--- src/rtl/axi_defs.sv ---
// Shared AXI3 encodings and the sequencer state type.
package axi_defs;

  localparam logic [1:0] RESP_OKAY   = 2'b00;
  localparam logic [1:0] RESP_EXOKAY = 2'b01;
  localparam logic [1:0] RESP_SLVERR = 2'b10;
  localparam logic [1:0] RESP_DECERR = 2'b11;

  localparam logic [1:0] BURST_INCR = 2'b01;
  localparam logic [2:0] SIZE_4B    = 3'b010;

  typedef enum logic [2:0] {
    S_IDLE,
    S_CHK,
    S_AW,
    S_W,
    S_B,
    S_AR,
    S_R
  } state_e;

  // True when the burst's last word lies beyond the start word's 4KB page.
  function automatic logic crosses_4k(input logic [9:0] word_idx, input logic [3:0] len);
    return ({1'b0, word_idx} + {7'd0, len}) > 11'd1023;
  endfunction

endpackage

--- src/rtl/axi_beat_counter.sv ---
// Burst beat counter shared by the write-data and read-data phases.
module axi_beat_counter (
  input  logic       clk_i,
  input  logic       rst_ni,
  input  logic       clr_i,
  input  logic       inc_i,
  input  logic [3:0] len_i,
  output logic       last_o,
  output logic       over_o
);

  logic [4:0] cnt_q, cnt_d;

  always_comb begin
    cnt_d = cnt_q;
    if (clr_i) begin
      cnt_d = '0;
    end else if (inc_i && (cnt_q != 5'd31)) begin
      cnt_d = cnt_q + 5'd1;
    end
  end

  always_ff @(posedge clk_i or negedge rst_ni) begin
    if (!rst_ni) begin
      cnt_q <= '0;
    end else begin
      cnt_q <= cnt_d;
    end
  end

  assign last_o = (cnt_q == {1'b0, len_i});
  assign over_o = (cnt_q > {1'b0, len_i});

endmodule

--- src/rtl/axi_master_sequencer.sv ---
// Turns one local read/write command into a single AXI3 burst, one command at a time.
module axi_master_sequencer
  import axi_defs::*;
#(
  parameter logic [3:0] AXI_ID   = 4'h0,
  parameter logic [2:0] AXI_PROT = 3'b000
) (
  input  logic        aclk,
  input  logic        aresetn,
  input  logic        cmd_valid,
  output logic        cmd_ready,
  input  logic        cmd_write,
  input  logic [31:0] cmd_addr,
  input  logic [3:0]  cmd_len,
  input  logic [31:0] wdata_in,
  input  logic [3:0]  wstrb_in,
  input  logic        wdata_valid,
  output logic        wdata_ready,
  output logic [31:0] rdata_out,
  output logic        rdata_valid,
  output logic        rdata_last,
  output logic        done,
  output logic [1:0]  resp,
  output logic [3:0]  awid,
  output logic [31:0] awadr,
  output logic [3:0]  awlen,
  output logic        awvalid,
  input  logic        awready,
  output logic [2:0]  awsize,
  output logic [1:0]  awburst,
  output logic [1:0]  awlock,
  output logic [3:0]  awcache,
  output logic [2:0]  awprot,
  output logic [3:0]  wid,
  output logic [31:0] wrdata,
  output logic [3:0]  wstrb,
  output logic        wlast,
  output logic        wvalid,
  input  logic        wready,
  input  logic [3:0]  bid,
  input  logic [1:0]  bresp,
  input  logic        bvalid,
  output logic        bready,
  output logic [3:0]  arid,
  output logic [31:0] araddr,
  output logic [3:0]  arlen,
  output logic        arvalid,
  input  logic        arready,
  output logic [2:0]  arsize,
  output logic [1:0]  arburst,
  output logic [1:0]  arlock,
  output logic [3:0]  arcache,
  output logic [2:0]  arprot,
  input  logic [3:0]  rid,
  input  logic [31:0] rdata,
  input  logic [1:0]  rresp,
  input  logic        rlast,
  input  logic        rvalid,
  output logic        rready
);

  state_e      state_q, state_d;
  logic [31:0] addr_q, addr_d;
  logic [3:0]  len_q, len_d;
  logic        write_q, write_d;
  logic [1:0]  resp_q, resp_d;
  logic        done_q, done_d;
  logic        cnt_clr, cnt_inc, cnt_last, cnt_over;

  axi_beat_counter u_beat_cnt (
    .clk_i  (aclk),
    .rst_ni (aresetn),
    .clr_i  (cnt_clr),
    .inc_i  (cnt_inc),
    .len_i  (len_q),
    .last_o (cnt_last),
    .over_o (cnt_over)
  );

  always_comb begin
    state_d = state_q;
    addr_d  = addr_q;
    len_d   = len_q;
    write_d = write_q;
    resp_d  = resp_q;
    done_d  = 1'b0;
    cnt_clr = 1'b0;
    cnt_inc = 1'b0;
    unique case (state_q)
      S_IDLE: begin
        if (cmd_valid && cmd_ready) begin
          addr_d  = cmd_addr;
          len_d   = cmd_len;
          write_d = cmd_write;
          resp_d  = RESP_OKAY;
          cnt_clr = 1'b1;
          state_d = S_CHK;
        end
      end
      S_CHK: begin
        if ((addr_q[1:0] != 2'b00) || crosses_4k(addr_q[11:2], len_q)) begin
          resp_d  = RESP_SLVERR;
          done_d  = 1'b1;
          state_d = S_IDLE;
        end else begin
          state_d = write_q ? S_AW : S_AR;
        end
      end
      S_AW: if (awready) state_d = S_W;
      S_W: begin
        if (wdata_valid && wready) begin
          cnt_inc = 1'b1;
          if (cnt_last) state_d = S_B;
        end
      end
      S_B: begin
        if (bvalid) begin
          resp_d  = (bid != AXI_ID) ? RESP_SLVERR : bresp;
          done_d  = 1'b1;
          state_d = S_IDLE;
        end
      end
      S_AR: if (arready) state_d = S_R;
      S_R: begin
        if (rvalid) begin
          cnt_inc = 1'b1;
          if ((resp_q == RESP_OKAY) && (rresp != RESP_OKAY)) resp_d = rresp;
          // Protocol violations override whatever the slave reported.
          if ((rid != AXI_ID) || (rlast && !cnt_last) || (!rlast && (cnt_last || cnt_over))) begin
            resp_d = RESP_SLVERR;
          end
          if (rlast) begin
            done_d  = 1'b1;
            state_d = S_IDLE;
          end
        end
      end
      default: state_d = S_IDLE;
    endcase
  end

  always_ff @(posedge aclk or negedge aresetn) begin
    if (!aresetn) begin
      state_q <= S_IDLE;
      addr_q  <= '0;
      len_q   <= '0;
      write_q <= 1'b0;
      resp_q  <= RESP_OKAY;
      done_q  <= 1'b0;
    end else begin
      state_q <= state_d;
      addr_q  <= addr_d;
      len_q   <= len_d;
      write_q <= write_d;
      resp_q  <= resp_d;
      done_q  <= done_d;
    end
  end

  // Held off for the done cycle so a new command is taken only after completion is seen.
  assign cmd_ready = aresetn && (state_q == S_IDLE) && !done_q;
  assign done      = done_q;
  assign resp      = resp_q;

  assign awid    = AXI_ID;
  assign awadr   = addr_q;
  assign awlen   = len_q;
  assign awvalid = (state_q == S_AW);
  assign awsize  = SIZE_4B;
  assign awburst = BURST_INCR;
  assign awlock  = 2'b00;
  assign awcache = 4'b0000;
  assign awprot  = AXI_PROT;

  assign wid         = AXI_ID;
  assign wrdata      = wdata_in;
  assign wstrb       = wstrb_in;
  assign wvalid      = (state_q == S_W) && wdata_valid;
  assign wlast       = (state_q == S_W) && cnt_last;
  assign wdata_ready = (state_q == S_W) && wready;
  assign bready      = (state_q == S_B);

  assign arid    = AXI_ID;
  assign araddr  = addr_q;
  assign arlen   = len_q;
  assign arvalid = (state_q == S_AR);
  assign arsize  = SIZE_4B;
  assign arburst = BURST_INCR;
  assign arlock  = 2'b00;
  assign arcache = 4'b0000;
  assign arprot  = AXI_PROT;

  assign rready      = (state_q == S_R);
  assign rdata_out   = rdata;
  assign rdata_valid = (state_q == S_R) && rvalid;
  assign rdata_last  = (state_q == S_R) && rvalid && rlast;

endmodule

--- config.mk ---
export PLATFORM = sky130hd
export DESIGN_NAME = axi_master_sequencer
export DESIGN_NICKNAME = d
export VERILOG_FILES = /design/src/rtl/axi_defs.sv /design/src/rtl/axi_beat_counter.sv /design/src/rtl/axi_master_sequencer.sv
export SDC_FILE = /design/constraint.sdc
export NUM_CORES = 1
export LEC_CHECK = 0
export BUFFER_PORTS_ARGS = -buffer_cell sky130_fd_sc_hd__buf_4
export CAP_MARGIN = 20
export CORE_AREA = 2 2 125 127
export CTS_CLUSTER_SIZE = 8
export DETAILED_ROUTE_END_ITERATION = 10
export DIE_AREA = 0 0 127 129
export GPL_ROUTABILITY_DRIVEN = 0
export PLACE_DENSITY = 0.51
export SLEW_MARGIN = 0
export SYNTH_ARGS = -nofsm -noshare
export SYNTH_HDL_FRONTEND = slang
export SYNTH_HIERARCHICAL = 1
export SYNTH_SLANG_ARGS = --single-unit
--- constraint.sdc ---
create_clock -name aclk -period 3.3 [get_ports aclk]
set_input_delay 0.66 -clock aclk [delete_from_list [all_inputs] [get_ports aclk]]
set_output_delay 0.66 -clock aclk [all_outputs]
set_load 0.05 [all_outputs]
==> results.cfg <==
[status]
status = complete, no violations

[logic_synthesis]
ys_ff_latch = 48
ys_warn_count = 6
syn_inst = 348
synth-main-ff-cell = dfrtp_1
synthTopCellsByArea = dfrtp_1, buf_4, mux2_1, mux2_2, ha_1
syn_area_um2 = 3470
yosysUniqueCellTypes = 45
async_flop_share = 1.00
postSynthAreaPerCell_um2 = 9.96
synth_edf_count = 0
synth_top_area_cell = dfrtp_1
yosysSeqAreaShare = 0.347
synth_top_area_share = 0.347

[critical_path]
arrival_ps = 1860
path_class = reg2out
cp.required_ps = 2640
crit_fanout = 5
critPathLaunchType = flop
cp-end-kind = output port

[clock_network]
postCtsResizedCells = 0
clk_latency_ps = 290
cts_buffers = 5
postCtsSetupBuffers = 0
cts-root-buf = clkbuf_16
clkSlewWorstSetupHoldPaths_ps = 70
numClockSinks = 48
cts_tree = built
h-tree-depth = 2
cts.path.max_buffers = 2
holdBufCountCts = 0

[floorplanning]
fp.dieH_um = 129
die-width_um = 127
core.rowCount = 45
die-area_um2 = 16400
initial_core_util = 0.231
io_pins = 320
core_area_um2 = 15000

[power]
pwr-share-seq = 0.231
power.total_mw = 5.01
pwr-share-clk = 0.106
internal_power_mw = 2.16
total_leakage_power_nw = 2.01
vdd_ir_drop_max_mv = 0.660
p_per_area_nw_per_um2 = 1270
p_sw_mw = 2.86
power_frac_comb = 0.663
p_sw_frac = 0.570

[routing]
num_vias = 2282
post_drt_wl_per_cell_um = 14.6
drc = 0
dr.pass1.iters = 4
dr.first_iter.drc_count = 42
vias_per_cell = 3.98
ant_nets = 0
routed_wl_um = 8360

[sta]
grt_setup_unrepaired = no
timing.slew.headroom = 0.567
fmax_mhz = 397
hold_viol = 0
slew_viol_final = 0
period_minus_slack_ps = 2520
holdWs_ps = 501
tns_ps = 0
fin_worst_skew_ps = 3.30
worst_pin_slew_ps = 649
post-route-period-util = 0.762
setup_viol = 0

[placed_design]
dp_hpwl_um = 6710
io_buffers = 143
placed_area_um2 = 3810

[cells_and_area]
final_cell_mix = buf_4, dfrtp_1, conb_1, mux2_1, mux2_2
layout.nets = 522
layout.area.seq_um2 = 1200
antenna_cells = 0
syn_to_final_growth_pct = 14.2
multi_input_area_um2 = 1250
final_common_cell = buf_4
fillers = 1612
drive_gt1_frac = 0.446
design_area_um2 = 3960

[global_routing]
grt_max_degree = 49
grt_pass1_vias = 2269
grt-ovfl-total = 0
grt_pass1_wl_um = 12300
antenna_found_initial = 0
track_usage = 0.0969

[worst_hold_path]
hp-class = in2async

[flow_run]
drv_cap = 0
power groups by stage:
| stage | Clock (mW) | Sequential, mW | Combinational, mW |
|---|---|---|---|
| after floorplan | 0 | 1.91 | 2.15 |
| after global placement | 0 | 1.15 | 3.34 |
| after detailed placement | 0 | 1.17 | 3.36 |
| after CTS | 0.551 | 1.16 | 3.36 |
| after global routing | 0.571 | 1.21 | 3.48 |
| final | 0.532 | 1.16 | 3.33 |
routing by layer:
layer | global-route usage | vias up | wire length, um
met1 | 0.0986 | 1083 | 2780
met4 | 0.0511 | 0 | 328
met3 | 0.0266 | 32 | 702
li1 | - | 1040 | -
met2 | 0.181 | 127 | 4550
met5 | 0 | - | 0
cells in the mapped netlist (all sizes together) (2+ instances only):
master / count
a21o: 3
a21oi: 4
a31oi: 3
and2: 5
and3: 2
and3b: 2
buf: 151
clkbuf: 2
conb: 2
dfrtp: 48
ha: 9
inv: 6
mux2: 37
mux2i: 3
nand2: 10
nand2b: 6
nand3: 5
nand3b: 2
nand4: 2
nor2: 16
nor4: 2
o21ai: 10
cell type report:
class	count	area share
clock buffers	7	0.0360
well taps	188	0.0594
multi-input cells	179	0.315
repair buffers	145	0.278
inverters	6	0.00569
flip-flops and latches	48	0.304
clock inverters	1	0.00190
final timing paths:
kind	from	end	slack, ps	cells past startpoint
max in group asynchronous	aresetn	araddr[10]	2340	2
hold reg to reg	write_q	state_q[1]	520	2
hold / removal	aresetn	araddr[1]	500	2
setup / recovery	arlen[1]	wlast	780	6
setup reg to reg	arlen[1]	resp[1]	1050	10
min in group aclk	write_q	state_q[1]	520	2
sequential cells by signal (all words and copies together) (netlist names):
signal and count:
araddr 32, u_beat_cnt/cnt_q 5, arlen 4, state_q 3
resp 2, done 1, write_q 1
per-stage QoR:
stage / std cells / utilization / setup WS (ps)
3_3_place_gp: 566 / 0.254 / 1090
4_1_cts: 574 / 0.264 / 746
5_1_grt: 574 / 0.264 / 643
3_5_place_dp: 566 / 0.254 / 1020
6_report: 574 / 0.264 / 784
2_1_floorplan: 386 / - / 815
critical path, stage by stage, from the launching register on:
cell and delay [ps]:
dfrtp_1 430, inv_1 60, ha_1 310, nand4_1 100, nor2_1 250, and2_1 200
buf_4 210
logic make-up after synthesis:
| kind of cell | count (synthesis) | share of synthesized area |
|---|---|---|
| buffers and inverters | 159 | 0.335 |
| and+or+nand+nor | 59 | 0.0921 |
| DFF | 48 | 0.347 |
| muxes | 40 | 0.129 |
| AOI/OAI and AO/OA | 28 | 0.0516 |
| adders and majority gates | 10 | 0.0383 |
| other | 2 | 0.00217 |
| xor gates and xnor gates | 2 | 0.00506 |
Note: power is estimated with default switching activity, not from simulation.
